===== src/rtl/ysyx_22041207_pkg.sv =====
// Shared definitions for the instruction-fetch slice: reset PC, bus size code,
// fetch FSM encoding and the instruction-queue entry layout.
package ysyx_22041207_pkg;

    // Default fetch address after reset
    localparam logic [63:0] RESET_PC_DEFAULT = 64'h8000_0000;

    // Read-size code for one full 8-byte beat
    localparam logic [7:0] RX_SIZE_8B = 8'b0000_1111;

    // Bytes delivered per read beat
    localparam logic [63:0] LINE_BYTES = 64'd8;

    // Fetch bus sequencer: at most one request in flight
    typedef enum logic [1:0] {
        ST_IDLE = 2'd0,
        ST_ADDR = 2'd1,
        ST_DATA = 2'd2
    } fetch_state_e;

    // One queue entry: 32-bit instruction, its PC and the misaligned-target marker
    typedef struct packed {
        logic [31:0] inst;
        logic [63:0] pc;
        logic        misalign;
    } fetch_entry_t;

    localparam int ENTRY_W = $bits(fetch_entry_t);

    // Round a PC down to the start of its 8-byte beat
    function automatic logic [63:0] align8(input logic [63:0] pc);
        return pc & ~64'h7;
    endfunction

    // Start of the beat following the one holding pc; wraps modulo 2^64
    function automatic logic [63:0] next_line(input logic [63:0] pc);
        return align8(pc) + LINE_BYTES;
    endfunction

    // Instruction fetch requires a 4-byte aligned target
    function automatic logic is_misaligned(input logic [63:0] pc);
        return pc[1:0] != 2'b00;
    endfunction

endpackage


===== src/rtl/ysyx_22041207_fetch_fifo.sv =====
// Instruction queue: synchronous FIFO of fetch entries that can accept two
// entries per cycle (both halves of one beat) and release one per cycle.
// Flush empties it and overrides any push issued in the same cycle.
module ysyx_22041207_fetch_fifo
    import ysyx_22041207_pkg::*;
#(
    parameter int DEPTH = 4
) (
    input  logic                     clk,
    input  logic                     rst,
    input  logic                     flush,
    input  logic                     push0,
    input  fetch_entry_t             push0_data,
    input  logic                     push1,
    input  fetch_entry_t             push1_data,
    input  logic                     pop,
    output logic                     head_valid,
    output fetch_entry_t             head_data,
    output logic [$clog2(DEPTH):0]   free_cnt
);

    localparam int PTR_W = $clog2(DEPTH);
    localparam int CNT_W = PTR_W + 1;

    fetch_entry_t     mem [DEPTH];
    logic [PTR_W-1:0] rd_ptr;
    logic [PTR_W-1:0] wr_ptr;
    logic [PTR_W-1:0] wr_ptr_next_slot;
    logic [CNT_W-1:0] count;
    logic [CNT_W-1:0] push_n;
    logic [CNT_W-1:0] pop_n;
    logic             do_pop;
    logic             do_push0;
    logic             do_push1;

    // Work out how many entries enter and leave this cycle; push1 rides on push0
    always_comb begin
        do_pop           = pop && (count != '0);
        do_push0         = push0 && !flush;
        do_push1         = push0 && push1 && !flush;
        push_n           = do_push1 ? CNT_W'(2) : (do_push0 ? CNT_W'(1) : '0);
        pop_n            = do_pop ? CNT_W'(1) : '0;
        wr_ptr_next_slot = wr_ptr + PTR_W'(1);
    end

    // Pointer and occupancy bookkeeping; pointers wrap naturally since DEPTH is a power of 2
    always_ff @(posedge clk) begin
        if (rst || flush) begin
            rd_ptr <= '0;
            wr_ptr <= '0;
            count  <= '0;
        end else begin
            rd_ptr <= rd_ptr + PTR_W'(pop_n);
            wr_ptr <= wr_ptr + PTR_W'(push_n);
            count  <= count + push_n - pop_n;
        end
    end

    // Storage write; the second entry of a beat lands in the slot after the first
    always_ff @(posedge clk) begin
        if (do_push0) begin
            mem[wr_ptr] <= push0_data;
        end
        if (do_push1) begin
            mem[wr_ptr_next_slot] <= push1_data;
        end
    end

    assign head_valid = (count != '0);
    assign head_data  = mem[rd_ptr];
    assign free_cnt   = CNT_W'(DEPTH) - count;

endmodule


===== src/rtl/ysyx_22041207_if_prefetch.sv =====
// Instruction fetch with prefetch queue: issues one sequential 8-byte read at a
// time, splits each beat into 32-bit instructions, queues them for decode and
// handles redirects by flushing the queue and discarding the in-flight beat.
module ysyx_22041207_if_prefetch
    import ysyx_22041207_pkg::*;
#(
    parameter logic [63:0] RESET_PC   = RESET_PC_DEFAULT,
    parameter int          FIFO_DEPTH = 4,
    parameter int          BUS_W      = 64
) (
    input  logic             clk,
    input  logic             rst,
    input  logic             redirect_valid,
    input  logic [63:0]      redirect_pc,
    output logic             inst_valid,
    input  logic             inst_ready,
    output logic [31:0]      inst_o,
    output logic [63:0]      pc_o,
    output logic             inst_misalign,
    output logic             rx_r_valid_i,
    input  logic             rx_r_ready_o,
    output logic [63:0]      rx_r_addr_i,
    output logic [7:0]       rx_r_size_i,
    input  logic             rx_data_valid,
    input  logic [BUS_W-1:0] rx_data_read_o,
    output logic             rx_data_ready
);

    localparam int FREE_W = $clog2(FIFO_DEPTH) + 1;

    fetch_state_e      state;
    fetch_state_e      state_next;
    logic [63:0]       fetch_pc;
    logic              drop;
    logic              halt;
    logic              marker_pending;
    logic              redirect_misaligned;

    logic              issue;
    logic              beat_fire;
    logic              beat_push;

    logic              push0;
    logic              push1;
    fetch_entry_t      push0_data;
    fetch_entry_t      push1_data;
    logic              pop;
    logic              head_valid;
    fetch_entry_t      head_data;
    logic [FREE_W-1:0] free_cnt;

    assign redirect_misaligned = is_misaligned(redirect_pc);

    // Bus sequencer: a new request only when not halted, not being redirected,
    // and the queue can absorb a full two-instruction beat
    always_comb begin
        state_next = state;
        issue      = 1'b0;
        beat_fire  = 1'b0;
        unique case (state)
            ST_IDLE: begin
                if (!redirect_valid && !halt && (free_cnt >= FREE_W'(2))) begin
                    issue      = 1'b1;
                    state_next = ST_ADDR;
                end
            end
            ST_ADDR: begin
                if (rx_r_ready_o) begin
                    state_next = ST_DATA;
                end
            end
            ST_DATA: begin
                if (rx_data_valid) begin
                    beat_fire  = 1'b1;
                    state_next = ST_IDLE;
                end
            end
            default: begin
                state_next = ST_IDLE;
            end
        endcase
    end

    // Sequencer state register
    always_ff @(posedge clk) begin
        if (rst) begin
            state <= ST_IDLE;
        end else begin
            state <= state_next;
        end
    end

    // Request address is captured at issue and held until the slave takes it
    always_ff @(posedge clk) begin
        if (rst) begin
            rx_r_addr_i <= '0;
        end else if (issue) begin
            rx_r_addr_i <= align8(fetch_pc);
        end
    end

    assign rx_r_valid_i  = (state == ST_ADDR);
    assign rx_data_ready = (state == ST_DATA);
    assign rx_r_size_i   = RX_SIZE_8B;

    // Build queue writes: a misaligned-target marker, or the usable half(s) of a fresh beat
    always_comb begin
        beat_push  = beat_fire && !drop && !redirect_valid;
        push0      = 1'b0;
        push1      = 1'b0;
        push0_data = '0;
        push1_data = '0;
        if (marker_pending) begin
            push0      = 1'b1;
            push0_data = {32'h0, fetch_pc, 1'b1};
        end else if (beat_push) begin
            push0 = 1'b1;
            if (!fetch_pc[2]) begin
                push0_data = {rx_data_read_o[31:0], fetch_pc, 1'b0};
                push1      = 1'b1;
                push1_data = {rx_data_read_o[63:32], fetch_pc + 64'd4, 1'b0};
            end else begin
                push0_data = {rx_data_read_o[63:32], fetch_pc, 1'b0};
            end
        end
    end

    // Fetch PC, stale-beat drop flag and misalignment halt; redirect overrides everything
    always_ff @(posedge clk) begin
        if (rst) begin
            fetch_pc       <= RESET_PC;
            drop           <= 1'b0;
            halt           <= 1'b0;
            marker_pending <= 1'b0;
        end else begin
            marker_pending <= 1'b0;
            if (redirect_valid) begin
                fetch_pc       <= redirect_pc;
                halt           <= redirect_misaligned;
                marker_pending <= redirect_misaligned;
                drop           <= (state == ST_ADDR) || ((state == ST_DATA) && !beat_fire);
            end else if (beat_fire) begin
                drop <= 1'b0;
                if (!drop) begin
                    fetch_pc <= next_line(fetch_pc);
                end
            end
        end
    end

    assign pop = head_valid && inst_ready;

    ysyx_22041207_fetch_fifo #(
        .DEPTH (FIFO_DEPTH)
    ) u_fetch_fifo (
        .clk        (clk),
        .rst        (rst),
        .flush      (redirect_valid),
        .push0      (push0),
        .push0_data (push0_data),
        .push1      (push1),
        .push1_data (push1_data),
        .pop        (pop),
        .head_valid (head_valid),
        .head_data  (head_data),
        .free_cnt   (free_cnt)
    );

    assign inst_valid    = head_valid;
    assign inst_o        = head_valid ? head_data.inst : 32'h0;
    assign pc_o          = head_valid ? head_data.pc : 64'h0;
    assign inst_misalign = head_valid && head_data.misalign;

endmodule


===== config.mk =====
export PLATFORM = sky130hd
export DESIGN_NAME = ysyx_22041207_if_prefetch
export DESIGN_NICKNAME = d
export VERILOG_FILES = /design/src/rtl/ysyx_22041207_pkg.sv /design/src/rtl/ysyx_22041207_fetch_fifo.sv /design/src/rtl/ysyx_22041207_if_prefetch.sv
export SDC_FILE = /design/constraint.sdc
export NUM_CORES = 1
export LEC_CHECK = 0
export ABC_AREA = 1
export CAP_MARGIN = 30
export CORE_UTILIZATION = 38
export CTS_CLUSTER_DIAMETER = 40
export DETAILED_ROUTE_END_ITERATION = 8
export PLACE_DENSITY = 0.57
export REMOVE_ABC_BUFFERS = 1
export SLEW_MARGIN = 20
export SYNTH_ARGS = -nofsm -noshare
export SYNTH_HDL_FRONTEND = slang
export SYNTH_SLANG_ARGS = --single-unit

===== constraint.sdc =====
create_clock -name clk -period 9.85 [get_ports clk]
set_clock_uncertainty 0.05 [all_clocks]
set_input_delay 2.955 -clock clk [delete_from_list [all_inputs] [get_ports clk]]
set_output_delay 2.955 -clock clk [all_outputs]
set_load 0.02 [all_outputs]

Word level (Yosys, flattened, before mapping):

Memories as Yosys holds them, arrays and structs flattened. A register that Yosys moved wholly into a read port is not among the register bits.
Index checks and enable logic that the tools add are counted.
W data, S select, Z words.

* register bits after elaboration: 137
* bits in latches: 0
* RAM bits: 388
* ROM bits: 0
* bits of input ports: 134
* output and inout port bits: 172
* logic and storage cells: 84
* memories kept: 1

Memory list
* u_fetch_fifo.mem: words 4, width 97, rd ports 1, clocked after memory_dff 1, wr ports 2, RTL line ysyx_22041207_fetch_fifo.sv:25 `fetch_entry_t mem [DEPTH];`

* $add $sub $neg: 8
* $mul: 0
* div/mod/pow operators: 0
* $lt $le $gt $ge: 1
* equality and inequality tests: 6
* shifts and indexed selects: 0
* mux-type cells: 34
* bitwise gates (word level): 1
* reduce and logical (&&, ||, !) cells: 24

Operators by type and width (number)
* $mux W97: 6
* $mux W64: 4
* $add A64 B3 Y64 const B: 1
* $add A64 B4 Y64 const B: 1
* $mux W32: 1
* $mux W1: 17
* $logic_and A1 B1 Y1: 11
* $mux W2: 4
* $ne A2 B2 Y1 const B: 3
* $pmux W2 S3: 1
* $add A2 B2 Y2: 2
* $logic_not A1 Y1: 4
* $reduce_bool A2 Y1: 2
* $add A3 B3 Y3: 1
* $ge A3 B2 Y1 const B: 1
* $mux W3: 1
* $reduce_and A3 Y1: 1
* $reduce_bool A3 Y1: 1
* $sub A3 B3 Y3: 1
* $sub A3 B3 Y3 const A: 1
* $add A2 B1 Y2 const B: 1
* $eq A2 B1 Y1 const B: 1
* $eq A2 B2 Y1 const B: 1
* $logic_not A2 Y1: 1
* other kinds (5): 6

Logic depth before layout (Yosys ltp):

* word-level depth: 11
* depth in mapped cells: 12

Modules after synthesis:

A second synthesis with hierarchy kept.

* cell total of the unflattened synthesis: 3588
* area, all modules: 28213.3 sq um

Modules (own cells, without submodules)
* ysyx_22041207_fetch_fifo: times used 1, cells an instance 1978, area an instance 18913.1 sq um, seq. area each 11791.3 sq um
* ysyx_22041207_if_prefetch: times used 1, cells an instance 1610, area an instance 9300.2 sq um, seq. area each 2602.5 sq um

Least setup slack after synthesis:

No wires, ideal clock.

* path kind: input-to-reg
* from: input rx_data_valid
* to: memory u_fetch_fifo.mem[2][58] in the netlist's numbering (data pin)
* arrival time: 5.481 ns
* data required time: 9.662 ns
* setup slack: 4.180 ns
* cell stages on the path: 11
* path buffers: 1
* cell sequence: nand3_2 -> nor2_8 -> nand2_4 -> nor2_4 -> nand2_4 -> inv_4 -> nand2_4 -> nand2_2 -> inv_2 -> buf_6 -> nor2_1

RTL lines
* start: declaration: RTL line ysyx_22041207_if_prefetch.sv:24 `input logic rx_data_valid,`
* end: declaration: RTL line ysyx_22041207_fetch_fifo.sv:25

==> summary.txt <==
STA
  – Hold Violations, Final: 0
  – Max Fclk: about 0.15 GHz
  – Slew margin rel.: 0.347
  – Final Max Tran Viols: 0
  – Final worst-path cycle share: 0.697
  – RSZ-0062 raised after global routing: no
  – Final min period: a little under 7000 ps
  – Setup Viol. Count Final: 0
  – Hold slack: between 400 and 500 ps
  – Measured slew at the worst slew-check pin: approximately 980 ps

Logic synthesis
  – Unique masters post-synth: 46
  – Largest family of logic cells by synthesized area: simple AND/OR/NAND/NOR gates
  – Top_reg_cell synth: edfxtp_1
  – Sequential share of the synthesized area: 0.560
  – Mapped Cells: 2,953
  – Synth Register Bits: 525
  – Syn avg cell area: between 8 and 9 um2
  – Mux share of post-synthesis cell area: 0
  – Yosys warns: 0
  – EDFF count, synth: between 300 and 400
  – Simple-Gate Fraction of Synth Area: 0.196
  – Xor and xnor fraction of the mapped netlist area: 0.00478
  – Synth Cell Area: about 0.026 mm2
  – Synth Area in Adders: 0.00518
  – Compound-Gate Fraction of Synth Area: 0.171
  – Ys async rst share: 0

Placement
  – Input/output buffers: between 200 and 300
  – Post-Place Cells: 3,944
  – Post-DP HPWL: between 50 and 60 mm
  – GPL Wtd Cong: between 0.9 and 1

Route
  – Vias: between 20,000 and 25,000
  – Residual DRC: 0
  – Via density: roughly 5.7
  – Detailed Routing Iterations Pass 1: 6
  – Antenna viol nets, final: 0
  – Total wire length: roughly 92 mm
  – Routed len/inst: around 22 um
  – Initial DRC count: 2,489

Min path
  – Min-Delay Path Class: flop to flop
  – WHS Endpoint: u_fetch_fifo.mem[0][0]$_SDFFE_PP0P_
  – Hold depth: 2
  – Min-Delay Startpoint: u_fetch_fifo.mem[0][0]$_SDFFE_PP0P_

Worst setup path
  – RR Startpoint: state[1]$_SDFFE_PP0P_
  – Crit-path max FO: between 40 and 50
  – Nature of the critical path endpoint: output pin
  – Crit Path Category: flop to output pin
  – R2R Setup Slk: around 5700 ps
  – Reg2Reg Depth: 9
  – CP Cell Sequence: clkinv_2 -> buf_4 -> buf_12 -> nor2_1 -> o21ai_0 -> a21oi_1 -> clkdlybuf4s50_1
  – CP peak stage delay: around 730 ps
  – Critical Path Start Type: flop
  – Worst path slowest cell: dfxtp_4
  – R2R Path End: u_fetch_fifo.mem[2][59]$_DFFE_PP_
  – Critical path arrival: around 3900 ps
  – Required @ worst endpoint: approximately 7000 ps

CTS
  – CTS tree: built
  – Skew-Pair Late Insertion Delay: 640 ps
  – CTS Buf Count: between 90 and 100
  – CTS Buffer Depth: 3
  – CTS Hold Bufs: 0
  – Clk root buf: clkbuf_16
  – CTS sink cnt: about 530
  – H-tree levels: 3
  – Post-CTS Setup Bufs: 0
  – Resized cells post-CTS: 0
  – Clk pin slew, worst setup/hold paths: roughly 50 ps

Pwr
  – Max rail drop VDD: 0.130 mV
  – Pwr dens: approximately 200 mW/mm2
  – Leakage: 11.1 nW
  – Pwr Total: between 6 and 7 mW

Flow run
  – Max-Cap Viols: 0

Global routing
  – Vias in the first global route: between 20,000 and 25,000
  – Gr ovfl total: 0
  – Antenna violations before repair: 0
  – GRT Total Usage: 0.262
  – Maximum number of pins on one net before global-route repair: 89
  – Global-route wire length before repair: approximately 140 mm

Layout
  – Most common cell after layout, fill and taps aside: nor2_1
  – Finished Layout Cells: ~4,100
  – N_diodes: 0
  – Layout area overhead: 25.9%
  – Most frequent cells in the layout: nor2_1, edfxtp_1, nand2_1
  – Final #Nets: 3,321
  – Fraction of layout cells with a size suffix above 1: 0.0743

Die
  – Die ar.: between 0.06 and 0.07 mm2
  – Row count: 94
  – Starting density of the core: 0.387
  – CORE AREA: roughly 0.066 mm2
  – I/O Pins: approximately 310
  – Die X: 262 um
  – Die height: approximately 260 um

Outcome
  – Status: completed
[worst max path at each step]
stage                                           start                                end  slack, ps
floorplan           u_fetch_fifo.rd_ptr[0]$_SDFF_PP0_                      inst_misalign       -990
global placement                        rx_data_valid  u_fetch_fifo.mem[2][11]$_DFFE_PP_       2880
detailed placement                      rx_data_valid  u_fetch_fifo.mem[2][29]$_DFFE_PP_       2750
CTS                 u_fetch_fifo.rd_ptr[1]$_SDFF_PP0_                           pc_o[14]       2950
global route        u_fetch_fifo.rd_ptr[1]$_SDFF_PP0_                           pc_o[30]       2800
finish              u_fetch_fifo.rd_ptr[1]$_SDFF_PP0_                           pc_o[30]       2980
[through the flow]
step           TNS [ps]   util  instance area [um2]  worst slack, ps
2_1_floorplan    -67930      -                24700             -995
3_3_place_gp          0  0.439                29000             2880
3_5_place_dp          0  0.439                29100             2750
4_1_cts               0  0.487                32200             2950
5_1_grt               0  0.487                32300             2800
6_report              0  0.487                32300             2980
[routing by layer]
metal,part of all wire,vias to the layer above,global-route usage,wire (um)
met5,0,-,0,0
met4,0.025,0,0.0814,2260
met3,0.074,136,0.0340,6750
met2,0.47,1051,0.426,43400
met1,0.43,11400,0.363,39300
li1,-,10800,-,-
[power breakdown]
part           leakage [nW]  switching [mW]  internal (mW)
clock network          1.52            1.18           2.04
logic                  4.96           0.384          0.225
registers              4.64          0.0613           2.43
total                  11.1            1.62           4.69
[final cells by class]
type / count / area (um2)
inverters: 181 / 688
repair buffers: 327 / 3230
flip-flops and latches: 525 / 14400
clock buffers: 107 / 2480
clock inverters: 66 / 673
fillers: 6236 / 33900
multi-input cells: 2050 / 9750
well taps: 864 / 1080
[worst max-delay path, delay by kind of cell, from the launching register on]
kind / cells / cell delay [ps]
AOI/OAI and AO/OA: 2 / 420
buffers and inverters: 4 / 1870
DFF: 1 / 730
and+or+nand+nor: 1 / 140
[state kept, by name, indices dropped and copies added (netlist names)]
name,flops
u_fetch_fifo.wr_ptr,2
state,2
marker_pending,1
fetch_pc,64
u_fetch_fifo.count,3
u_fetch_fifo.rd_ptr,2
u_fetch_fifo.mem,388
drop,1
halt,1
rx_r_addr_i,61
[cells in the mapped netlist, drive strengths merged, types with 61 or more instances]
cell | instances | area (um2)
edfxtp | 384 | 11500
o21ai | 293 | 1470
o22ai | 205 | 1280
a211oi | 61 | 458
dfxtp | 141 | 2820
a21oi | 150 | 754
inv | 179 | 674
nand2 | 338 | 1300
nor2 | 751 | 2870
nand3 | 111 | 566
clkbuf | 140 | 526
buf | 66 | 397
[kinds of logic after synthesis]
kind of cell	Yosys count
simple gates	1248
compound gates	767
flops	525
buf+inv	387
xor+xnor	14
fa+ha+maj	10
other cells	2
(Power assumes the default switching activity.)
